**src/rtl/mem_stage_lsu.sv**
```systemverilog
// mem_stage_lsu: memory-access pipeline stage between Ex and WB.
// Issues one data-memory transaction per load/store over a req/ack bus,
// formats store lanes/byte-enables and load data, and stalls upstream
// until the access completes. Results land in the Mem/WB registers.
//
// Ports:
//   clk, reset (async, active-low)  clock and reset
//   MemREGclear                     synchronous flush of Mem/WB registers
//   REGA*                           Ex/Mem pipeline register inputs
//   MemREGstall                     hold Ex and upstream stages
//   dmem_*                          data-memory req/ack bus (req registered)
//   REGM*                           Mem/WB pipeline registers
//
// Optional build macro MISALIGN_TRAP_EN: adds output REGMmisalign and turns
// misaligned halfword/word accesses into a no-bus trap writeback.
module mem_stage_lsu #(
    parameter int unsigned WIDTH = 32
) (
    input  logic             clk,
    input  logic             reset,
    input  logic             MemREGclear,
    input  logic [4:0]       REGArd,
    input  logic [WIDTH-1:0] REGAaluresult,
    input  logic [WIDTH-1:0] REGAreg2data,
    input  logic [1:0]       REGAmem2reg,
    input  logic [2:0]       REGAllcntl,
    input  logic [2:0]       REGAslcntl,
    input  logic             REGAregwrite,
    input  logic             REGAiord,
    input  logic             REGAwenable,
    output logic             MemREGstall,
    output logic             dmem_req,
    output logic             dmem_we,
    output logic [WIDTH-1:0] dmem_addr,
    output logic [WIDTH-1:0] dmem_wdata,
    output logic [3:0]       dmem_be,
    input  logic             dmem_ack,
    input  logic [WIDTH-1:0] dmem_rdata,
`ifdef MISALIGN_TRAP_EN
    output logic             REGMmisalign,
`endif
    output logic [4:0]       REGMrd,
    output logic [WIDTH-1:0] REGMresult,
    output logic             REGMregwrite,
    output logic [1:0]       REGMmem2reg
);

    typedef enum logic [1:0] {IDLE, BUSY, DONE} state_t;

    state_t           state;
    logic             kill;
    logic [WIDTH-1:0] hold;
    logic [WIDTH-1:0] lat_addr;
    logic [2:0]       lat_ll;
    logic [4:0]       lat_rd;
    logic             lat_rw;
    logic [1:0]       lat_m2r;
    logic             lat_load;

    logic             memop_c;
    logic             trap_c;
    logic             start_c;
    logic [WIDTH-1:0] wdata_c;
    logic [3:0]       be_c;
    logic [7:0]       lane_byte;
    logic [15:0]      lane_half;
    logic [WIDTH-1:0] load_fmt;
    logic [4:0]       n_rd;
    logic [WIDTH-1:0] n_res;
    logic             n_rw;
    logic [1:0]       n_m2r;

    // A request with both iord and wenable set is handled as a store.
    assign memop_c = REGAiord | REGAwenable;

`ifdef MISALIGN_TRAP_EN
    logic misalign_c;
    logic n_mis;

    // Natural-alignment check by access size.
    always_comb begin
        misalign_c = 1'b0;
        if (REGAwenable) begin
            case (REGAslcntl)
                3'b000:  misalign_c = 1'b0;
                3'b001:  misalign_c = REGAaluresult[0];
                default: misalign_c = |REGAaluresult[1:0];
            endcase
        end else begin
            case (REGAllcntl)
                3'b000, 3'b100: misalign_c = 1'b0;
                3'b001, 3'b101: misalign_c = REGAaluresult[0];
                default:        misalign_c = |REGAaluresult[1:0];
            endcase
        end
    end
    assign trap_c = memop_c & misalign_c;
`else
    assign trap_c = 1'b0;
`endif

    assign start_c = memop_c & ~trap_c;

    // Gated by reset so the stall drops the instant reset asserts.
    assign MemREGstall = reset & (((state == IDLE) & start_c) | (state == BUSY));

    // Store lane replication and byte enables; loads use all lanes.
    always_comb begin
        wdata_c = REGAreg2data;
        be_c    = 4'b1111;
        if (REGAwenable) begin
            case (REGAslcntl)
                3'b000: begin
                    wdata_c = {4{REGAreg2data[7:0]}};
                    be_c    = 4'b0001 << REGAaluresult[1:0];
                end
                3'b001: begin
                    wdata_c = {2{REGAreg2data[15:0]}};
                    be_c    = 4'b0011 << {REGAaluresult[1], 1'b0};
                end
                default: ;
            endcase
        end
    end

    // Load lane extraction and sign/zero extension from latched controls.
    always_comb begin
        lane_byte = dmem_rdata[{lat_addr[1:0], 3'b000} +: 8];
        lane_half = lat_addr[1] ? dmem_rdata[31:16] : dmem_rdata[15:0];
        case (lat_ll)
            3'b000:  load_fmt = {{24{lane_byte[7]}}, lane_byte};
            3'b001:  load_fmt = {{16{lane_half[15]}}, lane_half};
            3'b100:  load_fmt = {24'b0, lane_byte};
            3'b101:  load_fmt = {16'b0, lane_half};
            default: load_fmt = dmem_rdata;
        endcase
    end

    // Next Mem/WB contents; bubble unless an op completes and no flush.
    always_comb begin
        n_rd  = '0;
        n_res = '0;
        n_rw  = 1'b0;
        n_m2r = '0;
`ifdef MISALIGN_TRAP_EN
        n_mis = 1'b0;
`endif
        if (!MemREGclear) begin
            if (state == IDLE && !start_c) begin
                n_rd  = REGArd;
                n_res = REGAaluresult;
                n_rw  = REGAregwrite & ~trap_c;
                n_m2r = REGAmem2reg;
`ifdef MISALIGN_TRAP_EN
                n_mis = trap_c;
`endif
            end else if (state == DONE && !kill) begin
                n_rd  = lat_rd;
                n_res = lat_load ? hold : lat_addr;
                n_rw  = lat_rw;
                n_m2r = lat_m2r;
            end
        end
    end

    // Control FSM, bus registers and Mem/WB registers.
    always_ff @(posedge clk or negedge reset) begin
        if (!reset) begin
            state        <= IDLE;
            kill         <= 1'b0;
            hold         <= '0;
            lat_addr     <= '0;
            lat_ll       <= '0;
            lat_rd       <= '0;
            lat_rw       <= 1'b0;
            lat_m2r      <= '0;
            lat_load     <= 1'b0;
            dmem_req     <= 1'b0;
            dmem_we      <= 1'b0;
            dmem_addr    <= '0;
            dmem_wdata   <= '0;
            dmem_be      <= '0;
            REGMrd       <= '0;
            REGMresult   <= '0;
            REGMregwrite <= 1'b0;
            REGMmem2reg  <= '0;
`ifdef MISALIGN_TRAP_EN
            REGMmisalign <= 1'b0;
`endif
        end else begin
            REGMrd       <= n_rd;
            REGMresult   <= n_res;
            REGMregwrite <= n_rw;
            REGMmem2reg  <= n_m2r;
`ifdef MISALIGN_TRAP_EN
            REGMmisalign <= n_mis;
`endif
            case (state)
                IDLE: begin
                    if (start_c) begin
                        lat_addr   <= REGAaluresult;
                        lat_ll     <= REGAllcntl;
                        lat_rd     <= REGArd;
                        lat_rw     <= REGAregwrite;
                        lat_m2r    <= REGAmem2reg;
                        lat_load   <= REGAiord & ~REGAwenable;
                        dmem_we    <= REGAwenable;
                        dmem_addr  <= {REGAaluresult[WIDTH-1:2], 2'b00};
                        dmem_wdata <= wdata_c;
                        dmem_be    <= be_c;
                        dmem_req   <= 1'b1;
                        kill       <= 1'b0;
                        state      <= BUSY;
                    end
                end
                BUSY: begin
                    // A flush here cannot abort the bus; it kills the writeback.
                    if (MemREGclear) kill <= 1'b1;
                    if (dmem_ack) begin
                        hold     <= load_fmt;
                        dmem_req <= 1'b0;
                        state    <= DONE;
                    end
                end
                DONE: begin
                    kill  <= 1'b0;
                    state <= IDLE;
                end
                default: state <= IDLE;
            endcase
        end
    end

endmodule

```
**config.mk**
```make
export PLATFORM = sky130hd
export DESIGN_NAME = mem_stage_lsu
export DESIGN_NICKNAME = d
export VERILOG_FILES = /design/src/rtl/mem_stage_lsu.sv
export SDC_FILE = /design/constraint.sdc
export NUM_CORES = 1
export LEC_CHECK = 0
export BUFFER_PORTS_ARGS = -buffer_cell sky130_fd_sc_hd__buf_2
export CAP_MARGIN = 40
export CORE_MARGIN = 4
export CORE_UTILIZATION = 47
export DETAILED_ROUTE_END_ITERATION = 10
export PLACE_DENSITY = 0.84
export SYNTH_ARGS = -nofsm -noshare
export SYNTH_HDL_FRONTEND = slang
export SYNTH_SLANG_ARGS = --single-unit
```
**constraint.sdc**
```tcl
create_clock -name clk -period 3.5 [get_ports clk]
set_input_delay 0.7 -clock clk [delete_from_list [all_inputs] [get_ports clk]]
set_output_delay 0.7 -clock clk [all_outputs]
set_load 0.01 [all_outputs]
```
==> tab_implementation.tex, run 1 <==
\begin{tabular}{lr}
\hline
Metric & Value \\
\hline
\multicolumn{2}{l}{\textbf{STA}} \\
\quad Number of slew-limit violations in the final report & 0 \\
\quad Remaining max-slew budget at the tightest pin & 43.4\% \\
\quad Unrepaired setup endpoints after global routing & no \\
\quad Final critical-path required period & 2.63 ns \\
\quad Post-route clock period utilization & 75.0\% \\
\quad Setup Viol. Count Final & 0 \\
\quad Summed negative setup slack over all endpoints & 0 ns \\
\quad Post-Route Skew & 0.00778 ns \\
\quad Number of hold violations in the final report & 0 \\
\quad Peak Freq & 0.381 GHz \\
\quad Transition time at the pin with the least slew margin & 0.849 ns \\
\multicolumn{2}{l}{\textbf{Placement}} \\
\quad Hpwl dp & 14.2 mm \\
\quad Placement-stage cell area & 8680 um\^{}2 \\
\quad Routability Congestion & 0.929 \\
\quad PortBufs & 224 \\
\multicolumn{2}{l}{\textbf{Finish}} \\
\quad Final cell utilization of the core & between 50\% and 60\% \\
\quad Post-layout nets & around 980 \\
\quad Share of post-route cells with drive strength above 1 & 42.7\% \\
\quad Layout area overhead & 23.4\% \\
\quad Cell area after layout & around 9300 um\^{}2 \\
\multicolumn{2}{l}{\textbf{Clock tree}} \\
\quad Num Clock Sinks & 157 \\
\quad TritonCTS clock tree & done \\
\quad Post-cts gate resize count & 0 \\
\quad Clock transition at the registers of the reported paths & 0.06 ns \\
\quad Cts-stage hold buffer count & 0 \\
\quad Inserted Clock Buffers & 17 \\
\quad Later-pin clock latency in the skew report & 0.42 ns \\
\quad Post-CTS setup repair buffer count & 0 \\
\quad Clk buf depth & 2 \\
\quad CTS HTree Levels & 4 \\
\quad Clock root buffer & clkbuf\_16 \\
\multicolumn{2}{l}{\textbf{Setup path}} \\
\quad Critical path launch point type & flop \\
\quad Cell-by-cell listing of the critical path & nor2\_1 -> o21ai\_4 -> a21boi\_0 -> buf\_2 \\
\quad Cell family with most CP delay & flip-flops \\
\quad Internal reg-to-reg setup slack & 1.18 ns \\
\quad Type of the worst setup path & flop to primary output \\
\quad Biggest fanout along the worst timing path & 7 \\
\quad WP data arrival & $\sim$1.9 ns \\
\quad Largest stage delay on the critical path & $\sim$0.45 ns \\
\quad Worst endpoint required time & 2.80 ns \\
\quad Cell with the largest stage delay on the worst path & dfrtp\_1 \\
\quad Critical path endpoint category & primary output \\
\quad Buffers plus inverters on the worst setup path & 1 \\
\multicolumn{2}{l}{\textbf{Flow run}} \\
\quad Max-cap viol count & 0 \\
\multicolumn{2}{l}{\textbf{Die}} \\
\quad Placeable Area & 15800 um\^{}2 \\
\quad Width of the chip & about 130 um \\
\quad Initial Util & around 48\% \\
\quad Area enclosed by the die boundary & 18100 um\^{}2 \\
\quad Vertical die dimension & 135 um \\
\quad Number of rows created at floorplan & 46 \\
\quad Count of pins on the block boundary & 227 \\
\multicolumn{2}{l}{\textbf{Global route}} \\
\quad First-pass GRT wire length & about 32 mm \\
\quad Number of global-route vias before repair & 6045 \\
\quad Pin count of the biggest net entering global routing & 106 \\
\quad Gr ovfl total & 0 \\
\quad Antenna violations before repair & 2 \\
\quad GRT Util Overall & 22.4\% \\
\multicolumn{2}{l}{\textbf{Routing}} \\
\quad Total iterations of the first detailed-routing run & 5 \\
\quad Sum of routed wire length over all layers & 20.4 mm \\
\quad Via-to-Cell Ratio & 5.39 \\
\quad First DRT Iteration DRCs & 473 \\
\quad Per-cell routed wire length & roughly 19 um \\
\quad Via total after detailed routing & around 5900 \\
\quad Detail Route Antenna Nets & 0 \\
\quad DRC Markers & 0 \\
\multicolumn{2}{l}{\textbf{Power}} \\
\quad Total power divided by cell area & a little under 900 nW/um\^{}2 \\
\quad Power share of the sequential group & a little under two fifths \\
\quad Power spent charging and discharging nets & 2.96 mW \\
\quad Comb power frac & 38.5\% \\
\quad IR Drop Worst-Case VDD & 414 uV \\
\quad Internal power & 5.27 mW \\
\quad Fraction of power spent switching nets & 36.0\% \\
\quad Standby leakage power & 4.37 nW \\
\quad Proportion of power drawn by the clock network & 23.7\% \\
\multicolumn{2}{l}{\textbf{Synthesis}} \\
\quad Distinct cells, synth & 36 \\
\quad Post-synthesis sequential area ratio & around 52\% \\
\quad Per-instance average area after synthesis & about 11 um\^{}2 \\
\quad Cell area after technology mapping & about 7500 um\^{}2 \\
\quad FF+latch count, synth & about 160 \\
\quad Share of flip-flops with an asynchronous set or reset after synthesis & 100\% \\
\quad Synthesized netlist cell count & 685 \\
\quad Leading register cell type out of synthesis & dfrtp\_1 \\
\quad Number of synthesized flops with an enable pin & 0 \\
\quad Number of warnings printed during yosys synthesis & 0 \\
\multicolumn{2}{l}{\textbf{Outcome}} \\
\quad Result of the run & complete, no violations \\
\multicolumn{2}{l}{\textbf{Min path}} \\
\quad Path category of the worst min-delay check & input pin to async pin \\
\hline
\end{tabular}
[state kept, by name (all words and copies together) (netlist names)]
signal,flops
dmem_req,1
REGMresult,32
dmem_we,1
dmem_be,4
lat_load,1
lat_rd,5
dmem_wdata,32
lat_rw,1
kill,1
lat_m2r,2
REGMregwrite,1
REGMrd,5
lat_addr,32
REGMmem2reg,2
state,2
lat_ll,3
hold,32
[final timing paths]
check | from | endpoint | cells past startpoint
max | state[0] | MemREGstall | 4
min | reset | dmem_wdata[21] | 1
max reg2reg | state[1] | hold[11] | 5
min reg2reg | dmem_wdata[13] | dmem_wdata[13] | 2
max in group asynchronous | reset | dmem_wdata[2] | 3
min in group clk | dmem_wdata[13] | dmem_wdata[13] | 2
[cell usage after synthesis (all sizes together), types with 7 or more instances]
library cell | instances | area, um^2
o31ai | 7 | 52.6
a311oi | 14 | 123
clkbuf | 37 | 139
nor2 | 64 | 243
a21oi | 25 | 125
dfrtp | 157 | 3930
or3 | 10 | 62.6
nand3 | 7 | 35.0
a22oi | 40 | 300
nand2 | 62 | 233
a221oi | 16 | 203
mux2i | 33 | 330
o21ai | 51 | 259
buf | 48 | 323
mux2 | 85 | 957
[through the flow]
| step | std cells | hold WS [ns] | setup WS [ns] | power (mW) |
|---|---|---|---|---|
| 2_1_floorplan | 686 | 0.404 | 1.22 | 5.39 |
| 3_3_place_gp | 1053 | 0.457 | 0.967 | 6.14 |
| 3_5_place_dp | 1056 | 0.465 | 0.957 | 6.29 |
| 4_1_cts | 1088 | 0.0842 | 0.843 | 8.28 |
| 5_1_grt | 1090 | 0.0970 | 0.678 | 8.74 |
| 6_report | 1090 | 0.100 | 0.873 | 8.23 |
[final cells by class]
cell class | instances | area [um^2]
Inverter | 5 | 18.8
Timing Repair Buffer | 239 | 1310
Clock buffer | 22 | 454
Clock inverter | 10 | 164
Fill cell | 1282 | 6520
Sequential cell | 157 | 3930
Antenna cell | 2 | 5.00
Multi-Input combinational cell | 439 | 3160
Tap cell | 216 | 270
[cells in the final DEF (no fill, tap or decap), types with 10 or more instances in the layout]
master     synthesis  routed
a21oi_1           25      25
a221oi_2          10      10
a22oi_1           40      40
a311oi_1          14      14
buf_2             12     223
buf_4             34      11
clkbuf_16          0      17
dfrtp_1          157     157
mux2_2            85      85
mux2i_1           33      33
nand2_1           62      62
nor2_1            63      63
o21ai_0           50      50
or3_1             10      10
[per-layer routing]
metal	vias up	share of wire (%)	GRT usage, %
li1	2782	-	-
met1	2840	41	29.2
met2	209	50	36.5
met3	48	5.5	4.62
met4	0	2.9	9.28
met5	-	0	0
[worst reg2reg max path, cell delays in order, from the launching register on]
cell and delay (ns):
dfrtp_1 0.42, nand3b_2 0.48, buf_4 0.36, nor2_2 0.36
nor4b_4 0.46, a311oi_1 0.09
[kinds of logic (layout without fill, tap and decap cells)]
family	count (synthesis)	in the layout	synth area share (%)
AOI/OAI and AO/OA	161	161	15.0
buffers and inverters	90	276	6.37
DFF	157	157	52.1
muxes	118	118	17.1
other	1	4	0.0497
and+or+nand+nor	158	158	9.44
[power groups by stage]
stage               logic [mW]  registers, mW  clock network (mW)
global placement          2.99           3.15                   0
CTS                       3.19           3.11                1.98
global route              3.47           3.20                2.06
floorplan                 2.36           3.03                   0
finish                    3.17           3.11                1.95
detailed placement        3.16           3.13                   0
No activity file was read; power rests on OpenSTA's default activity.
==> run 2: changes to the inputs <==
--- a/config.mk
+++ b/config.mk
@@ -10,7 +10,7 @@
 export CORE_MARGIN = 4
 export CORE_UTILIZATION = 47
 export DETAILED_ROUTE_END_ITERATION = 10
-export PLACE_DENSITY = 0.84
+export PLACE_DENSITY = 0.87
 export SYNTH_ARGS = -nofsm -noshare
 export SYNTH_HDL_FRONTEND = slang
 export SYNTH_SLANG_ARGS = --single-unit
==> constraint.sdc (replaced) <==
create_clock -name clk -period 2.2 [get_ports clk]
set_input_delay 0.44 -clock clk [delete_from_list [all_inputs] [get_ports clk]]
set_output_delay 0.44 -clock clk [all_outputs]
set_load 0.01 [all_outputs]
==> tab_implementation.tex, run 2 (synthesis gave the netlist of run 1 again) <==
\begin{tabular}{lr}
\hline
Metric & Value \\
\hline
\multicolumn{2}{l}{\textbf{Setup path}} \\
\quad Worst endpoint required time & 1.76 ns \\
\quad Biggest fanout along the worst timing path & 6 \\
\quad WP data arrival & 1.62 ns \\
\quad Worst reg2reg path startpoint & state[1] \\
\quad Worst setup path endpoint & MemREGstall \\
\quad Internal reg-to-reg setup slack & 0.33 ns \\
\quad Critical Path Start & state[0] \\
\quad Critical path endpoint category & primary output \\
\quad Endpoint of the worst register-to-register path & hold[20] \\
\quad Critical path launch point type & flop \\
\quad Reg2reg path depth & 3 \\
\quad Type of the worst setup path & flop to primary output \\
\multicolumn{2}{l}{\textbf{Die}} \\
\quad Count of pins on the block boundary & 227 \\
\quad Placeable Area & about 16000 um\^{}2 \\
\quad Initial Util & 47.6\% \\
\quad Number of rows created at floorplan & 46 \\
\quad Area enclosed by the die boundary & 18100 um\^{}2 \\
\quad Vertical die dimension & 135 um \\
\quad Width of the chip & 135 um \\
\multicolumn{2}{l}{\textbf{STA}} \\
\quad Remaining max-slew budget at the tightest pin & 44.1\% \\
\quad Post-route clock period utilization & a little over nine tenths \\
\quad Minimum setup slack in the final design & between 0.1 and 0.15 ns \\
\quad Peak Freq & 0.485 GHz \\
\quad Transition time at the pin with the least slew margin & 0.839 ns \\
\quad Setup Viol. Count Final & 0 \\
\quad Unrepaired setup endpoints after global routing & no \\
\quad Final critical-path required period & 2.06 ns \\
\quad Post-Route Skew & 0.00939 ns \\
\quad Summed negative setup slack over all endpoints & 0 ns \\
\quad Number of slew-limit violations in the final report & 0 \\
\quad Number of hold violations in the final report & 0 \\
\multicolumn{2}{l}{\textbf{Clock tree}} \\
\quad Num Clock Sinks & around 160 \\
\quad Clock transition at the registers of the reported paths & $\sim$0.060 ns \\
\quad Clock root buffer & clkbuf\_16 \\
\quad Post-CTS setup repair buffer count & 0 \\
\quad Inserted Clock Buffers & 17 \\
\quad Later-pin clock latency in the skew report & between 0.4 and 0.5 ns \\
\quad CTS HTree Levels & 4 \\
\quad Cts-stage hold buffer count & 0 \\
\quad Clk buf depth & 2 \\
\quad TritonCTS clock tree & done \\
\multicolumn{2}{l}{\textbf{Routing}} \\
\quad First DRT Iteration DRCs & 507 \\
\quad DRC Markers & 0 \\
\quad Sum of routed wire length over all layers & 20.9 mm \\
\quad Per-cell routed wire length & about 19 um \\
\quad Via total after detailed routing & 6015 \\
\quad Detail Route Antenna Nets & 0 \\
\quad Via-to-Cell Ratio & 5.49 \\
\quad Total iterations of the first detailed-routing run & 6 \\
\multicolumn{2}{l}{\textbf{Global route}} \\
\quad Antenna violations before repair & 2 \\
\quad GRT Util Overall & 22.8\% \\
\quad Pin count of the biggest net entering global routing & 158 \\
\quad First-pass GRT wire length & 32.7 mm \\
\quad Number of global-route vias before repair & between 6000 and 7000 \\
\quad Gr ovfl total & 0 \\
\multicolumn{2}{l}{\textbf{Power}} \\
\quad Proportion of power drawn by the clock network & 22.8\% \\
\quad Power share of the sequential group & 37.3\% \\
\quad IR Drop Worst-Case VDD & 639 uV \\
\quad Power spent charging and discharging nets & 4.74 mW \\
\quad Total power divided by cell area & 1400 nW/um\^{}2 \\
\quad Internal power & roughly 8.3 mW \\
\quad Fraction of power spent switching nets & 36.2\% \\
\quad Standby leakage power & 4.40 nW \\
\quad Comb power frac & 39.9\% \\
\multicolumn{2}{l}{\textbf{Finish}} \\
\quad Non-Filler Instances & 1096 \\
\quad Post-layout nets & 981 \\
\quad Most common cell after layout, fill and taps aside & buf\_2 \\
\quad Layout area overhead & 23.7\% \\
\quad Share of post-route cells with drive strength above 1 & 43.7\% \\
\quad Fill cell count & roughly 1300 \\
\quad Commonest non-fill, non-tap cells in the layout & 223 x buf\_2, 156 x dfrtp\_1, 85 x mux2\_2 \\
\multicolumn{2}{l}{\textbf{Flow run}} \\
\quad Max-cap viol count & 0 \\
\multicolumn{2}{l}{\textbf{Outcome}} \\
\quad Result of the run & complete, no violations \\
\multicolumn{2}{l}{\textbf{Placement}} \\
\quad Routability Congestion & 0.924 \\
\quad PortBufs & 224 \\
\quad Pre-CTS WS & 0.219 ns \\
\quad Placed Cells incl. Taps & 1062 \\
\quad Hpwl dp & 14.4 mm \\
\multicolumn{2}{l}{\textbf{Min path}} \\
\quad Path category of the worst min-delay check & input pin to async pin \\
\hline
\end{tabular}
## run 2: cell count changes in the layout (fill, tap and decap cells not counted), moves of 2 or more
cell and delta:
clkinv_2 +3, clkbuf_1 -4, buf_4 +6, bufinv_16 -2
clkbuf_8 +4, buf_16 -2, buf_12 +2
## run 2: power groups by stage
stage	Clock, mW	Sequential, mW	Combinational, mW
6_report	2.98	4.88	5.21
5_1_grt	3.15	5.02	5.69
4_1_cts	3.04	4.87	5.23
3_5_place_dp	0	4.91	5.19
3_3_place_gp	0	4.86	5.03
2_1_floorplan	0	4.82	3.75
## run 2: worst min path at each step
stage	start	to	slack, ns	depth (start not counted)
after floorplan	reset	REGMmem2reg[0]	0.14	0
after global placement	dmem_wdata[30]	dmem_wdata[30]	0.46	2
after detailed placement	dmem_wdata[21]	dmem_wdata[21]	0.46	2
after CTS	reset	dmem_wdata[23]	0.23	2
after global routing	reset	dmem_wdata[20]	0.22	2
final	reset	dmem_wdata[20]	0.18	2
## run 2: stage by stage
stage,area (um^2),power [mW],util [%],hold slack (ns)
finish,9330,13.1,58.9,0.184
CTS,9320,13.1,58.9,0.230
global placement,8710,9.89,55.1,0.458
detailed placement,8710,10.1,55.1,0.465
global route,9330,13.9,58.9,0.220
floorplan,7540,8.57,-,0.144
## run 2: what timing repair did
| action | CTS | global route |
|---|---|---|
| setup endpoints to repair | 0 | 1 |
| gates resized for setup | 0 | 1 |
| endpoints found under the hold margin | 0 | 0 |
## run 2: critical path, cell delays in order, from the launching register on
cell and delay [ns]:
dfrtp_1 0.45, nor2_1 0.23, o21ai_4 0.10, a21boi_0 0.23, buf_2 0.19
## run 2: final cells by class
cell class	count	area, um^2	share of cell area (%)
diodes	2	5.00	0.0537
clock buffers	22	494	5.30
clock inverters	10	111	1.19
inverters	5	18.8	0.201
multi-input cells	439	3160	33.9
flip-flops and latches	157	3930	42.1
well taps	216	270	2.90
repair buffers	245	1340	14.3
## run 2: routing by layer
metal,up-vias,track usage (%),wire (um),part of all wire [%]
met5,-,0,0,0
met4,0,10.6,691,3.3
met3,48,4.25,1350,6.4
met2,242,37.7,10300,49
met1,2943,29.3,8550,41
li1,2782,-,-,-
